**src/rtl/os_ctl_pkg.sv**
```systemverilog
// Shared types and encodings for the output-stationary array sequencer.
// Control words are {vld, op[1:0], payload}; an all-zero word is idle.
package os_ctl_pkg;

  localparam int unsigned CTL_ADDR_W = 8;

  // Default-width view; modules with a different ADDR_W size their words directly.
  typedef struct packed {
    logic                  vld;
    logic [1:0]            op;
    logic [CTL_ADDR_W-1:0] payload;
  } ctl_word_t;

  localparam logic [1:0] OP_LOAD    = 2'd0;
  localparam logic [1:0] OP_STREAM  = 2'd1;
  localparam logic [1:0] OP_MAC_CLR = 2'd2;
  localparam logic [1:0] OP_MAC     = 2'd3;
  localparam logic [1:0] OP_WB      = 2'd1;

  typedef enum logic [2:0] {
    ST_IDLE,
    ST_REQ,
    ST_LOAD,
    ST_STREAM,
    ST_WB,
    ST_DONE
  } state_e;

  function automatic int unsigned max_u(input int unsigned a, input int unsigned b);
    return (a > b) ? a : b;
  endfunction

endpackage

```
**src/rtl/skew_lane_gen.sv**
```systemverilog
// One skewed lane: active for OFFSET <= t < OFFSET+n while streaming.
// Lane mode emits STREAM with payload t-OFFSET; PE mode emits MAC_CLR then MAC.
module skew_lane_gen
  import os_ctl_pkg::*;
#(
  parameter int unsigned ADDR_W  = 8,
  parameter int unsigned CNT_W   = 10,
  parameter bit          PE_MODE = 1'b0,
  parameter int unsigned OFFSET  = 0
) (
  input  logic              i_en,
  input  logic [CNT_W-1:0]  i_t,
  input  logic [CNT_W-1:0]  i_n,
  output logic [ADDR_W+2:0] o_word
);

  localparam logic [CNT_W-1:0] OFF = CNT_W'(OFFSET);

  logic [CNT_W-1:0] w_rel;
  logic             w_ge;
  logic             w_active;

  if (OFFSET == 0) begin : g_no_off
    assign w_ge = 1'b1;
  end else begin : g_off
    assign w_ge = (i_t >= OFF);
  end

  assign w_rel    = i_t - OFF;
  assign w_active = i_en && w_ge && (w_rel < i_n);

  always_comb begin
    o_word = '0;
    if (w_active) begin
      if (PE_MODE) begin
        o_word = {1'b1, (w_rel == '0) ? OP_MAC_CLR : OP_MAC, ADDR_W'(0)};
      end else begin
        o_word = {1'b1, OP_STREAM, w_rel[ADDR_W-1:0]};
      end
    end
  end

endmodule

```
**src/rtl/os_array_sequencer.sv**
```systemverilog
// Tile sequencer for a ROWS x COLS output-stationary MAC array:
// request -> load n words -> skewed stream/MAC wavefront -> ROWS-cycle writeback.
module os_array_sequencer
  import os_ctl_pkg::*;
#(
  parameter int unsigned ROWS   = 4,
  parameter int unsigned COLS   = 4,
  parameter int unsigned ADDR_W = 8,
  parameter int unsigned LEN_W  = 9
) (
  input  logic                              clk,
  input  logic                              rst,
  input  logic                              start,
  input  logic                              grant,
  input  logic [LEN_W-1:0]                  n_in,
  output logic                              req,
  output logic                              busy,
  output logic                              done,
  output logic [ROWS-1:0][ADDR_W+2:0]       i_out,
  output logic [COLS-1:0][ADDR_W+2:0]       w_out,
  output logic [ROWS-1:0][COLS-1:0][ADDR_W+2:0] pe_out,
  output logic [COLS-1:0][ADDR_W+2:0]       g_out
);

  localparam int unsigned CW      = ADDR_W + 3;
  localparam int unsigned NMAX    = 2 ** ADDR_W;
  localparam int unsigned CNT_MAX = max_u(NMAX + ROWS + COLS, 2 ** LEN_W);
  localparam int unsigned CNT_W   = $clog2(CNT_MAX) + 1;

  state_e           r_state;
  logic [CNT_W-1:0] r_cnt;
  logic [CNT_W-1:0] r_n;
  logic             r_req;
  logic             r_busy;
  logic             r_done;

  logic [CNT_W-1:0] w_n_clamp;
  logic             w_stream_en;
  logic [CNT_W-1:0] w_wb_idx;

  logic [ROWS-1:0][CW-1:0]           w_i_lane;
  logic [COLS-1:0][CW-1:0]           w_w_lane;
  logic [ROWS-1:0][COLS-1:0][CW-1:0] w_pe_lane;

  // Clamping to 2^ADDR_W keeps every payload index below the wrap point.
  assign w_n_clamp = (CNT_W'(n_in) > CNT_W'(NMAX)) ? CNT_W'(NMAX) : CNT_W'(n_in);

  always_ff @(posedge clk) begin
    if (rst) begin
      r_state <= ST_IDLE;
      r_cnt   <= '0;
      r_n     <= '0;
      r_req   <= 1'b0;
      r_busy  <= 1'b0;
      r_done  <= 1'b0;
    end else begin
      r_done <= 1'b0;
      unique case (r_state)
        ST_IDLE: begin
          if (start) begin
            r_state <= ST_REQ;
            r_req   <= 1'b1;
            r_busy  <= 1'b1;
          end
        end
        ST_REQ: begin
          if (grant) begin
            r_req <= 1'b0;
            r_n   <= w_n_clamp;
            r_cnt <= '0;
            if (w_n_clamp == '0) begin
              r_state <= ST_DONE;
              r_done  <= 1'b1;
            end else begin
              r_state <= ST_LOAD;
            end
          end
        end
        ST_LOAD: begin
          if (r_cnt + CNT_W'(1) == r_n) begin
            r_cnt   <= '0;
            r_state <= ST_STREAM;
          end else begin
            r_cnt <= r_cnt + CNT_W'(1);
          end
        end
        ST_STREAM: begin
          if (r_cnt + CNT_W'(1) == r_n + CNT_W'(ROWS + COLS - 2)) begin
            r_cnt   <= '0;
            r_state <= ST_WB;
          end else begin
            r_cnt <= r_cnt + CNT_W'(1);
          end
        end
        ST_WB: begin
          if (r_cnt == CNT_W'(ROWS - 1)) begin
            r_cnt   <= '0;
            r_state <= ST_DONE;
            r_done  <= 1'b1;
          end else begin
            r_cnt <= r_cnt + CNT_W'(1);
          end
        end
        ST_DONE: begin
          if (start) begin
            r_state <= ST_REQ;
            r_req   <= 1'b1;
          end else begin
            r_state <= ST_IDLE;
            r_busy  <= 1'b0;
          end
        end
        default: begin
          r_state <= ST_IDLE;
          r_busy  <= 1'b0;
          r_req   <= 1'b0;
        end
      endcase
    end
  end

  assign req  = r_req;
  assign busy = r_busy;
  assign done = r_done;

  assign w_stream_en = (r_state == ST_STREAM);
  assign w_wb_idx    = CNT_W'(ROWS - 1) - r_cnt;

  for (genvar r = 0; r < ROWS; r++) begin : g_row
    skew_lane_gen #(
      .ADDR_W (ADDR_W),
      .CNT_W  (CNT_W),
      .PE_MODE(1'b0),
      .OFFSET (r)
    ) u_i_lane (
      .i_en  (w_stream_en),
      .i_t   (r_cnt),
      .i_n   (r_n),
      .o_word(w_i_lane[r])
    );
    for (genvar c = 0; c < COLS; c++) begin : g_pe
      skew_lane_gen #(
        .ADDR_W (ADDR_W),
        .CNT_W  (CNT_W),
        .PE_MODE(1'b1),
        .OFFSET (r + c)
      ) u_pe_lane (
        .i_en  (w_stream_en),
        .i_t   (r_cnt),
        .i_n   (r_n),
        .o_word(w_pe_lane[r][c])
      );
    end
  end

  for (genvar c = 0; c < COLS; c++) begin : g_col
    skew_lane_gen #(
      .ADDR_W (ADDR_W),
      .CNT_W  (CNT_W),
      .PE_MODE(1'b0),
      .OFFSET (c)
    ) u_w_lane (
      .i_en  (w_stream_en),
      .i_t   (r_cnt),
      .i_n   (r_n),
      .o_word(w_w_lane[c])
    );
  end

  // Stream lanes are already idle outside STREAM; LOAD and WB words are overlaid here.
  always_comb begin
    i_out  = w_i_lane;
    w_out  = w_w_lane;
    pe_out = w_pe_lane;
    g_out  = '0;
    if (r_state == ST_LOAD) begin
      for (int r = 0; r < ROWS; r++) i_out[r] = {1'b1, OP_LOAD, r_cnt[ADDR_W-1:0]};
      for (int c = 0; c < COLS; c++) w_out[c] = {1'b1, OP_LOAD, r_cnt[ADDR_W-1:0]};
    end
    if (r_state == ST_WB) begin
      for (int c = 0; c < COLS; c++) g_out[c] = {1'b1, OP_WB, w_wb_idx[ADDR_W-1:0]};
    end
  end

endmodule

```
**config.mk**
```make
export PLATFORM = sky130hd
export DESIGN_NAME = os_array_sequencer
export DESIGN_NICKNAME = d
export VERILOG_FILES = /design/src/rtl/os_ctl_pkg.sv /design/src/rtl/skew_lane_gen.sv /design/src/rtl/os_array_sequencer.sv
export SDC_FILE = /design/constraint.sdc
export NUM_CORES = 1
export LEC_CHECK = 0
export CAP_MARGIN = 20
export CORE_UTILIZATION = 30
export CTS_CLUSTER_DIAMETER = 150
export DETAILED_ROUTE_END_ITERATION = 8
export GPL_TIMING_DRIVEN = 0
export PLACE_DENSITY_LB_ADDON = 0.08
export SLEW_MARGIN = 10
export SYNTH_ARGS = -nofsm -noshare
export SYNTH_HDL_FRONTEND = slang
export SYNTH_SLANG_ARGS = --single-unit
```
**constraint.sdc**
```tcl
create_clock -name clk -period 5.55 [get_ports clk]
set_input_delay 0.8325 -clock clk [delete_from_list [all_inputs] [get_ports clk]]
set_output_delay 0.8325 -clock clk [all_outputs]
set_load 0.02 [all_outputs]
```
# [Word level (Yosys, flattened, before mapping)]
# Cells that the tools add are included.
[totals] register_bits=26 inputBits=13 out_inout_bits=311 elab_cells=120
[classes] add_sub_neg=9 order_cmp=14 eq_ne=15 n_mux=43 bitwise_logic=2 reduce_logical=31
[ops] operator="$mux 11" n=11
[ops] operator="$mux 44" n=2
[ops] operator="$logic_not 10->1" n=8
[ops] operator="$lt 10x10->1" n=7
[ops] operator="$mux 10" n=4
[ops] operator="$pmux 10 s4" n=1
[ops] operator="$ge 10x3->1 const B" n=3
[ops] operator="$sub 10x3->10 const B" n=3
[ops] operator="$eq 10x10->1" n=2
[ops] operator="$ge 10x2->1 const B" n=2
[ops] operator="$sub 10x2->10 const B" n=2
[ops] operator="$mux 3" n=6
[ops] operator="$pmux 3 s6" n=1
[ops] operator="$mux 1" n=14
[ops] operator="$logic_and 1x1->1" n=13
[ops] operator="$ne 2x2->1 const B" n=6
[ops] operator="$add 10x1->10 const B" n=1
[ops] operator="$add 10x3->10 const B" n=1
[ops] operator="$eq 10x2->1 const B" n=1
[ops] operator="$ge 10x1->1 const B" n=1
[ops] operator="$sub 10x1->10 const B" n=1
[ops] operator="$gt 9x9->1 const B" n=1
[ops] operator="$mux 9" n=1
[ops] operator="$sub 2x8->8 const A" n=1
[ops] operator="15 further kinds" n=21

# [Logic depth before layout (Yosys ltp)]
# Gate-level depths: netlist of run 1.
[depth] word_depth=6 depth_mapped=16 ltp_nobuf=13

# [Cells and area by module]
# From an unflattened synthesis of run 1, not the netlist that was laid out.
[unflattened] cells_unflattened=2050 area_unflattened_um2=15015.7
[by_module_without_submodules] module="os_array_sequencer" n_inst=1 cells_per_inst=398 area_each_um2=2984.1 seq_area_each_um2=500.5
[by_module_without_submodules] module="skew_lane_gen (g_row[0].g_pe[2].u_pe_lane ...)" n_inst=3 cells_per_inst=74 area_each_um2=511.7 seq_area_each_um2=0.0
[by_module_without_submodules] module="skew_lane_gen (g_row[1].g_pe[2].u_pe_lane ...)" n_inst=3 cells_per_inst=68 area_each_um2=504.2 seq_area_each_um2=0.0
[by_module_without_submodules] module="skew_lane_gen (g_row[1].g_pe[3].u_pe_lane ...)" n_inst=3 cells_per_inst=69 area_each_um2=500.5 seq_area_each_um2=0.0
[by_module_without_submodules] module="skew_lane_gen (g_row[2].g_pe[3].u_pe_lane ...)" n_inst=2 cells_per_inst=79 area_each_um2=576.8 seq_area_each_um2=0.0
[by_module_without_submodules] module="skew_lane_gen (g_col[1].u_w_lane ...)" n_inst=2 cells_per_inst=76 area_each_um2=523.0 seq_area_each_um2=0.0
[by_module_without_submodules] module="skew_lane_gen (g_col[2].u_w_lane ...)" n_inst=2 cells_per_inst=73 area_each_um2=519.2 seq_area_each_um2=0.0
[by_module_without_submodules] module="skew_lane_gen (g_col[3].u_w_lane ...)" n_inst=2 cells_per_inst=63 area_each_um2=488.0 seq_area_each_um2=0.0
[by_module_without_submodules] module="skew_lane_gen (g_col[0].u_w_lane ...)" n_inst=2 cells_per_inst=44 area_each_um2=340.3 seq_area_each_um2=0.0
[by_module_without_submodules] module="skew_lane_gen (g_row[0].g_pe[1].u_pe_lane)" n_inst=1 cells_per_inst=87 area_each_um2=603.1 seq_area_each_um2=0.0
[by_module_without_submodules] module="skew_lane_gen (g_row[0].g_pe[3].u_pe_lane)" n_inst=1 cells_per_inst=73 area_each_um2=560.5 seq_area_each_um2=0.0
[by_module_without_submodules] module="skew_lane_gen (g_row[1].g_pe[0].u_pe_lane)" n_inst=1 cells_per_inst=72 area_each_um2=560.5 seq_area_each_um2=0.0
[by_module_without_submodules] module="skew_lane_gen (g_row[3].g_pe[3].u_pe_lane)" n_inst=1 cells_per_inst=70 area_each_um2=516.7 seq_area_each_um2=0.0
[by_module_without_submodules] module="skew_lane_gen (g_row[0].g_pe[0].u_pe_lane)" n_inst=1 cells_per_inst=47 area_each_um2=346.6 seq_area_each_um2=0.0

# [Least setup slack after synthesis of run 1]
# Ideal clock, no wire load.
[synth_timing] kind="register -> output" from="register r_cnt[3]" to="output pe_out[118] (netlist bit)" arrival_time_ps=4007 required_time_ps=4718 slack_ps=711 path_stages_with_launch=15 n_path_buf=4 path_cell_list="dfxtp_1 buf_2 buf_1 inv_1 ha_1 clkbuf_1 nand2_1 nor3_1 xor2_1 ha_1 a211oi_1 nand2_1 a211oi_1 a21boi_0 buf_4"
[synth_lines] element="from (decl)" line_no="os_array_sequencer.sv:31" rtl="logic [CNT_W-1:0] r_cnt;"
[synth_lines] element="from (signal assigned)" line_no="os_array_sequencer.sv:84" rtl="r_cnt <= r_cnt + CNT_W'(1);"
[synth_lines] element="from (signal assigned)" line_no="os_array_sequencer.sv:92" rtl="r_cnt <= r_cnt + CNT_W'(1);"
[synth_lines] element="from (signal assigned)" line_no="os_array_sequencer.sv:101" rtl="r_cnt <= r_cnt + CNT_W'(1);"
[synth_lines] element="to (decl)" line_no="os_array_sequencer.sv:21" rtl="output logic [ROWS-1:0][COLS-1:0][ADDR_W+2:0] pe_out,"

==> results of run 1 <==
worst max-delay path, stage by stage (launching register included):
cell and delay (ns):
dfxtp_4 0.44, buf_6 0.21, clkinvlp_4 0.22, ha_1 0.30
a21oi_4 0.25, nand2_1 0.13, xor2_2 0.23, inv_1 0.10
ha_1 0.30, a21o_1 0.17, a211oi_2 0.26, o311ai_2 0.20
or2_2 0.32, buf_2 0.20, a31oi_1 0.23, buf_4 0.15
clkdlybuf4s50_1 0.60
power breakdown:
part           total, mW  switching (mW)  internal, mW
clock network      0.164          0.0662        0.0979
registers          0.223          0.0254         0.198
logic              0.818           0.490         0.328
logic make-up after synthesis:
kind of cell               Yosys count
and+or+nand+nor                    222
DFF                                 25
xor gates and xnor gates            60
other                                1
adders and majority gates           72
muxes                                1
buffers and inverters              336
AOI/OAI and AO/OA                  163
final timing paths:
| path | start | endpoint | slack [ns] | depth (start not counted) |
|---|---|---|---|---|
| worst max-delay path | r_cnt[2] | pe_out[52] | 0.14 | 16 |
| worst min-delay path | r_n[1] | r_n[1] | 0.48 | 2 |
| worst max register to register | r_cnt[0] | r_state[0] | 2.25 | 11 |
| worst min register to register | r_n[1] | r_n[1] | 0.48 | 2 |
metrics by stage:
stage	hold slack (ns)	setup WS [ns]	utilization, %
after detailed placement	0.470	-0.689	43.5
after global routing	0.525	-0.0378	45.0
after global placement	0.463	-0.702	43.5
final	0.476	0.139	45.0
after floorplan	0.445	0.711	-
after CTS	0.479	0.0150	44.5
timing repair:
item                                    4_1_cts  5_1_grt
setup buffers                                 3        5
resized for setup                            36       25
cloned                                        0        0
hold endpoints to repair                      0        0
endpoints found under the setup margin      101       72
pin swaps                                     0        1
sequential cells by signal, indices dropped and copies added, names as in the netlist:
name / cells
req: 1
r_n: 9
r_state: 3
busy: 1
done: 1
r_cnt: 10
final cells by class:
| cell class | instances | area share (%) |
|---|---|---|
| Clock buffer | 3 | 0.792 |
| Inverter | 45 | 1.90 |
| Buffer | 288 | 21.9 |
| Sequential cell | 25 | 5.37 |
| Multi-Input combinational cell | 658 | 46.4 |
| Tap cell | 275 | 3.63 |
| Clock inverter | 1 | 0.0792 |
| Timing Repair Buffer | 191 | 19.9 |
synth_stat cells (all sizes together) (3+ instances only):
cell type / instances
buf: 277
ha: 72
nand2: 69
inv: 45
nor2: 41
o21ai: 37
a21oi: 30
xnor2: 30
xor2: 29
dfxtp: 25
nand3: 24
o21a: 19
nor3: 16
a21o: 15
clkbuf: 14
nand4: 10
o211ai: 10
and2: 9
a211oi: 8
and3: 8
nand3b: 8
nor4: 8
a31oi: 7
nor2b: 7
a2111oi: 5
a21boi: 5
a41oi: 3
nand2b: 3
nor3b: 3
o2111ai: 3
o21bai: 3
o311ai: 3
or2: 3
or3: 3
layer usage:
metal / up-vias / share of wire [%] / global-route usage [%]
li1: 3256 / - / -
met1: 2828 / 42 / 24.0
met2: 268 / 49 / 33.6
met3: 22 / 7.0 / 2.35
met4: 0 / 1.6 / 4.74
met5: - / 0 / 0
==> metrics.csv, run 1 <==
metric,value,unit
setup TNS,0,ns
vias in the first global route,5629,
CTS tree,done,
largest family of logic cells by synthesized area,buffers and inverters,
adder-cell share of the synthesized area,13.9,%
per-cell routed wire length,14.8,um
CP Max Fanout,10,
routed vias,6374,
I/O pins,324,
Syn Area/Cell,7.37,um2
DIE WIDTH,149,um
FMAX,185,MHz
multi-input logic area,4400,um2
initial antenna violation count,0,
total CTS buffers,3,
H-tree depth,1,
PD cells,127,nW/um2
buffers added on ports,183,
"most common cell after layout, fill and taps aside",buf_4,
Non-Filler Instances,1486,
simple logic cell fraction of the synthesized area,17.8,%
period utilization,97.5,%
clock sink total,25,
Leakage,4.65,nW
critical path arrival,4.58,ns
number of synthesized flops with an enable pin,0,
worst min path class,flop to flop,
Crit. End Element,primary output,
max-cap viol count,0,
Synth area leader,buf_4,
Yosys cell types,74,
drt drc,0,
Antenna diodes,0,
nets,1297,
unrepaired setup endpoints after global routing,true,
final WL,22000,um
synthesized instance count,880,
Final min period,5.41,ns
Worst-Skew Late Latency,0.27,ns
Starting Density,30.7,%
fraction of registers with async set/reset,0,%
"Reg clk slew, reported paths",0.07,ns
first-pass GRT wire length,32700,um
DRT Pass-1 Iters,5,
Syn. warnings,0,
core area,21100,um2
Yosys reg bits,25,
largest net degree at the start of global routing,16,
Root Buffer Master,clkbuf_16,
synthesized cell area,6480,um2
die area,22200,um2
Worst Setup Start Kind,flop,
final clock skew,0.00882,ns
drt initial violations,308,
synth top area cells,"buf_4 30%, ha_1 14%, dfxtp_1 7.7%",
Register Area,509,um2
dpl cells,1477,
P&R area growth vs syn,46.3,%
CTS max path bufs,2,
Tightest Pin Transition,0.906,ns
Final Total Pwr,1.21,mW
Worst slew margin,38.8,%
Max VDD drop,0.129,mV
Post-Synth XOR/XNOR Area,8.43,%
grt ovf,0,
row count,53,
CP Class,flop to primary output,
"Hold-fix buffers, CTS",0,
Synth Area in Compound Gates,17.3,%
Worst Path Required,4.72,ns
placed cell areas,9180,um2
vertical die dimension,149,um
top-area cell type share of the netlist area,29.6,%
RD Place Congestion,0.869,
final hold vios,0,
detailed placer's ending HPWL,17900,um
fillcell total,2257,
most frequent cells in the layout,"265 x buf_4, 183 x clkdlybuf4s50_1, 140 x conb_1",
max-slew violation count,0,
ys flop type,dfxtp_1,
share of cells above drive strength 1,27.5,%
sequential cell area fraction in the yosys report,7.72,%
Final Cell Area,9480,um2
DR vias/cell,4.29,
post-synthesis mux area share,0.154,%
post-route ant nets,0,
status,finished clean,
Tot GR Track Use,18.9,%
final setup vio count,0,
Note: power is estimated with default switching activity, not from simulation.
==> run 2, diff against run 1 <==
- SETUP_SLACK_MARGIN: default -> 0.02
==> metrics.csv, run 2 (synthesized netlist as in run 1, its figures left out) <==
metric,value,unit,change
Root Buffer Master,clkbuf_16,,
DRT Pass-1 Iters,5,,unchanged
final WL,22000,um,+0.43%
combinational fraction of design power,68.1,%,+0.3 points
die area,22200,um2,unchanged
PD cells,127,nW/um2,+0.18%
switching power,0.584,mW,+0.45%
initial antenna violation count,0,,unchanged
vertical die dimension,149,um,unchanged
critical path arrival,4.54,ns,-0.04 ns
core area,21100,um2,unchanged
per-cell routed wire length,14.8,um,+0.16%
final hold vios,0,,unchanged
final setup vio count,0,,unchanged
Leakage,4.72,nW,+1.5%
detailed placer's ending HPWL,17900,um,unchanged
nets,1301,,+0.31%
Largest register FFs,10,,unchanged
Hold WS,0.476,ns,+0.00000900 ns
most frequent cells in the layout,"269 x buf_4, 181 x clkdlybuf4s50_1, 140 x conb_1",,
CP Class,flop to primary output,,
Sw Ratio,48.0,%,-0.20 points
largest registers,"r_cnt: 10 flops, r_n: 9 flops, r_state: 3 flops",,
CTS max path bufs,2,,unchanged
Worst Setup Start Kind,flop,,
I/O pins,324,,unchanged
max-cap viol count,0,,unchanged
fillcell total,2252,,-0.22%
P&R area growth vs syn,47.3,%,
vias in the first global route,5629,,unchanged
CTS tree,done,,
RD Place Congestion,0.869,,unchanged
placed cell areas,9180,um2,unchanged
Max VDD drop,0.129,mV,-0.11%
share of cells above drive strength 1,27.8,%,+0.32 points
final clock skew,0.00852,ns,-0.000294 ns
Largest Register,r_cnt,,
Flop pwr share,18.4,%,about the same
routed vias,6405,,+0.49%
period utilization,96.8,%,-0.68 points
Non-Filler Instances,1490,,+0.27%
total CTS buffers,3,,unchanged
drt drc,0,,unchanged
Tightest Pin Transition,0.903,ns,-0.00309 ns
CP Max Fanout,10,,unchanged
H-tree depth,1,,unchanged
Final min period,5.37,ns,-0.0375 ns
worst min path class,flop to flop,,
clock sink total,25,,unchanged
DIE WIDTH,149,um,unchanged
first-pass GRT wire length,32700,um,unchanged
max-slew violation count,0,,unchanged
Clk network pwr share,13.5,%,about the same
Worst slew margin,39.0,%,+0.21 points
status,finished clean,,
"Reg clk slew, reported paths",0.07,ns,about the same
Crit. End Element,primary output,,
Tot GR Track Use,18.9,%,unchanged
buffers added on ports,183,,unchanged
post-route setup slack,0.176,ns,+0.0375 ns
drt initial violations,304,,-1.3%
Final Cell Area,9550,um2,+0.69%
Worst-Skew Late Latency,0.27,ns,about the same
largest net degree at the start of global routing,16,,unchanged
"most common cell after layout, fill and taps aside",buf_4,,
DR vias/cell,4.30,,+0.22%
Starting Density,30.7,%,unchanged
Worst Path Required,4.72,ns,about the same
FMAX,186,MHz,+0.70%
grt ovf,0,,unchanged
post-route ant nets,0,,unchanged
row count,53,,unchanged
Power Internal,0.632,mW,+1.3%
DP Worst Slack,-0.689,ns,unchanged
dpl cells,1477,,unchanged
Antenna diodes,0,,unchanged
[run 2: area by class of cell]
class	count	area, um2	area share [%]
Multi-Input combinational cell	658	4420	46.3
Buffer	288	2080	21.8
Timing Repair Buffer	195	1930	20.2
Sequential cell	25	509	5.33
Tap cell	275	344	3.60
Inverter	45	180	1.89
Clock buffer	3	75.1	0.786
Clock inverter	1	7.51	0.0786
[run 2: final timing paths]
path             from    endpoint  slack, ns  cells after the start
min reg2reg    r_n[1]      r_n[1]       0.48                      2
min            r_n[1]      r_n[1]       0.48                      2
max reg2reg  r_cnt[1]  r_state[0]       2.30                      9
max          r_cnt[2]   w_out[12]       0.18                     16
[run 2: critical path: stages (launching register included)]
cell	delay, ns
dfxtp_4	0.44
buf_6	0.21
clkinvlp_4	0.22
ha_1	0.30
a21oi_4	0.25
nand2_1	0.13
xor2_2	0.23
inv_1	0.10
ha_1	0.30
a21o_1	0.17
a211oi_2	0.26
o311ai_2	0.20
or2_2	0.32
buf_2	0.20
o21ai_2	0.21
buf_4	0.14
clkdlybuf4s50_1	0.58
[run 2: power by group through the flow]
stage	Combinational (mW)	Clock, mW	Sequential (mW)
after floorplan	0.581	0	0.222
after CTS	0.804	0.172	0.223
after global placement	0.784	0	0.226
after detailed placement	0.789	0	0.227
final	0.828	0.164	0.224
after global routing	0.916	0.177	0.226
[run 2: metrics by stage]
step                TNS (ns)  power, mW  util [%]
global route         -0.0322       1.32      45.3
detailed placement    -30.53       1.02      43.5
global placement      -31.02       1.01      43.5
floorplan                  0      0.803         -
CTS                        0       1.20      44.4
finish                     0       1.22      45.3
[run 2: repair_timing]
action	4_1_cts	5_1_grt
setup buffers	3	9
hold buffers	0	0
pin swaps	0	1
gates resized for setup	36	31
endpoints found under the setup margin	104	68
[run 2: layer usage]
| layer | vias up | routed length, um | global-route usage (%) | part of all wire (%) |
|---|---|---|---|---|
| met2 | 266 | 11000 | 33.6 | 50 |
| met1 | 2857 | 9140 | 24.0 | 41 |
| met3 | 21 | 1600 | 2.35 | 7.2 |
| met4 | 0 | 340 | 4.74 | 1.5 |
| met5 | - | 0 | 0 | 0 |
| li1 | 3261 | - | - | - |
==> run 3, diff against run 2 <==
- ABC_AREA: default -> 1
==> metrics.csv, run 3 <==
metric,value,unit,change
status,finished clean,,
drt initial violations,466,,+53%
Largest register FFs,10,,unchanged
Starting Density,30.5,%,-0.20 points
Largest Register,r_cnt,,
Crit. End Element,primary output,,
synthesized instance count,1032,,+17%
largest net degree at the start of global routing,18,,+2
DRT Pass-1 Iters,5,,unchanged
total CTS buffers,3,,unchanged
Worst slew margin,43.9,%,+4.9 points
vias in the first global route,6005,,+6.7%
share of cells above drive strength 1,24.1,%,-3.7 points
Leakage,4.97,nW,+5.3%
"most common cell after layout, fill and taps aside",buf_4,,
Non-Filler Instances,1641,,+10%
Hold Crit Depth,2,,unchanged
Reg2Reg Depth,15,,+6
CP Max Fanout,10,,unchanged
sequential cell area fraction in the yosys report,7.51,%,-0.21 points
period utilization,94.0,%,-2.8 points
crit path cell chain,buf_4 > clkinvlp_4 > ha_1 > nand2_1 > inv_1 > or2_2 > nand2_1 > o21ai_0 > inv_1 > ha_1 > a21o_1 > a31oi_1 > o21ai_0 > a21oi_1 > o21bai_1 > nand2_1 > nand2_1 > buf_2 > o21ai_1 > buf_4 > clkdlybuf4s50_1,,
FF-to-FF setup slack,2.34,ns,+0.04 ns
Root Buffer Master,clkbuf_16,,
Yosys reg bits,25,,unchanged
drt drc,0,,unchanged
P&R area growth vs syn,42.5,%,
routed vias,6991,,+9.1%
"Hold-fix buffers, CTS",0,,unchanged
DP Worst Slack,-0.118,ns,+0.571 ns
most common cell in the netlist,buf_4,,
"Reg clk slew, reported paths",0.07,ns,about the same
unrepaired setup endpoints after global routing,false,,
synthesized cell area,6670,um2,+2.8%
Syn. warnings,0,,unchanged
r2r endpoint,r_state[1],,
max-cap viol count,0,,unchanged
first-pass GRT wire length,33200,um,+1.6%
die area,22800,um2,+2.8%
dpl cells,1633,,+11%
fillcell total,2335,,+3.7%
top-area cell type share of the netlist area,28.9,%,-0.70 points
Worst path most repeated cell,nand2_1,,
Worst Hold Path EP,busy,,
Tightest Pin Transition,0.841,ns,-0.0615 ns
CP max stage cell,clkdlybuf4s50_1,,
number of synthesized flops with an enable pin,0,,unchanged
vertical die dimension,151,um,+1.4%
GRT met2 Usage,34.6,%,+1.1 points
hold_sp,busy,,
Yosys cell types,46,,-38%
DR vias/cell,4.26,,-0.89%
list of most frequent post-synthesis cells,"257 x buf_4, 166 x nand2_1, 108 x inv_1",,
max-slew violation count,0,,unchanged
Global Route met1 Usage,23.5,%,-0.55 points
H-tree depth,1,,unchanged
busiest grt layer,met2,,
final hold vios,0,,unchanged
grt ovf,0,,unchanged
CP Class,flop to primary output,,
core area,21800,um2,+3.5%
Synth area leader,buf_4,,
FMAX,192,MHz,+3.0%
detailed placer's ending HPWL,18900,um,+5.3%
nets,1447,,+11%
Worst-Skew Late Latency,0.27,ns,about the same
Worst Setup Start Kind,flop,,
per-cell routed wire length,13.7,um,-7.4%
Final Cell Area,9500,um2,-0.52%
initial antenna violation count,0,,unchanged
row count,54,,+1.9%
final WL,22500,um,+2.0%
Crit path largest cell delay,0.58,ns,about the same
Worst Path Required,4.72,ns,about the same
RD Place Congestion,0.899,,+3.5%
post-route setup slack,0.332,ns,+0.156 ns
Antenna diodes,0,,unchanged
Syn Area/Cell,6.46,um2,-12%
fraction of registers with async set/reset,0,%,unchanged
buffers added on ports,182,,-0.55%
post-route ant nets,0,,unchanged
ys flop type,dfxtp_1,,
final setup vio count,0,,unchanged
placed cell areas,9360,um2,+1.9%
GR Layer Usage met3,1.90,%,-0.46 points
Max VDD drop,0.115,mV,-11%
Final min period,5.22,ns,-0.156 ns
PD cells,195,nW/um2,+53%
most frequent cells in the layout,"263 x buf_4, 182 x clkdlybuf4s50_1, 166 x nand2_1",,
Tot GR Track Use,19.0,%,+0.080 points
clock sink total,25,,unchanged
CTS tree,done,,
I/O pins,324,,unchanged
synth top area cells,"buf_4 29%, ha_1 14%, nand2_1 9.3%",,
worst min path class,flop to flop,,
final clock skew,0.00198,ns,-0.00655 ns
critical path arrival,4.39,ns,-0.15 ns
DIE WIDTH,151,um,+1.4%
largest registers,"r_cnt: 10 flops, r_n: 9 flops, r_state: 3 flops",,
launching point of the worst reg2reg path,r_cnt[0],,
CTS max path bufs,2,,unchanged
-- run 3: cell types whose count changed after synthesis, moves of 16 or more --
| cell | previous run | this run |
|---|---|---|
| inv_1 | 45 | 108 |
| nand3_1 | 23 | 67 |
| o21a_1 | 19 | 3 |
| nand2_1 | 68 | 166 |
| xnor2_1 | 29 | 2 |
| nor2_1 | 38 | 85 |
-- run 3: cell families after synthesis --
group,Yosys count,share of synthesized area (%)
flops,25,7.51
fa+ha+maj,72,13.5
other cells,1,0.0563
buf+inv,393,37.2
compound gates,115,10.6
xor+xnor,34,4.47
simple gates,392,26.7
-- run 3: how the worst max path moves through the flow --
stage	from	end	slack [ns]	depth (start not counted)
global route	r_cnt[1]	w_out[16]	0.06	21
global placement	r_cnt[1]	w_out[14]	-0.03	18
CTS	r_cnt[1]	w_out[14]	0.06	21
floorplan	r_cnt[1]	w_out[12]	1.35	19
finish	r_cnt[1]	w_out[17]	0.33	21
detailed placement	r_cnt[1]	w_out[14]	-0.12	18
-- run 3: per-stage QoR --
step / power, mW / util [%] / hold WS [ns] / setup TNS [ns]
after floorplan: 1.22 / - / 0.527 / 0
after CTS: 1.83 / 43.3 / 0.503 / 0
after global placement: 1.64 / 42.9 / 0.483 / -0.0347
after global routing: 2.02 / 43.5 / 0.526 / 0
final: 1.85 / 43.5 / 0.492 / 0
after detailed placement: 1.65 / 42.9 / 0.488 / -0.171
-- run 3: timing repair --
item                                    in CTS  in global routing
buffers inserted                             0                  5
pin swaps                                    0                  1
endpoints found under the hold margin        0                  0
gates resized for setup                      6                  5
endpoints found under the setup margin      26                 24
-- run 3: cell type report --
cell class	count	area [um2]	share of cell area [%]
Multi-Input combinational cell	753	4220	44.4
Buffer	271	2030	21.3
Timing Repair Buffer	187	1860	19.6
Sequential cell	25	504	5.31
Inverter	121	460	4.85
Tap cell	280	350	3.69
Clock buffer	3	75.1	0.790
Clock inverter	1	5.00	0.0527
-- run 3: report_power, final --
group          switching (mW)  leakage, nW  internal [mW]
registers              0.0486        0.205          0.214
clock network          0.0741       0.0409         0.0976
logic                   0.873         4.73          0.547
total                   0.996         4.97          0.859
-- run 3: worst max-delay path: cells and delay by family (launching register included) --
family	cells	cell delay, ns
compound gates	7	0.98
simple gates	5	0.65
flops	1	0.42
fa+ha+maj	2	0.55
buf+inv	7	1.52
-- run 3: layer usage --
layer  routed length [um]  vias to the layer above
li1                     -                     3613
met4                  529                        0
met3                 1480                       30
met2                11100                      281
met1                 9410                     3067
met5                    0                        -
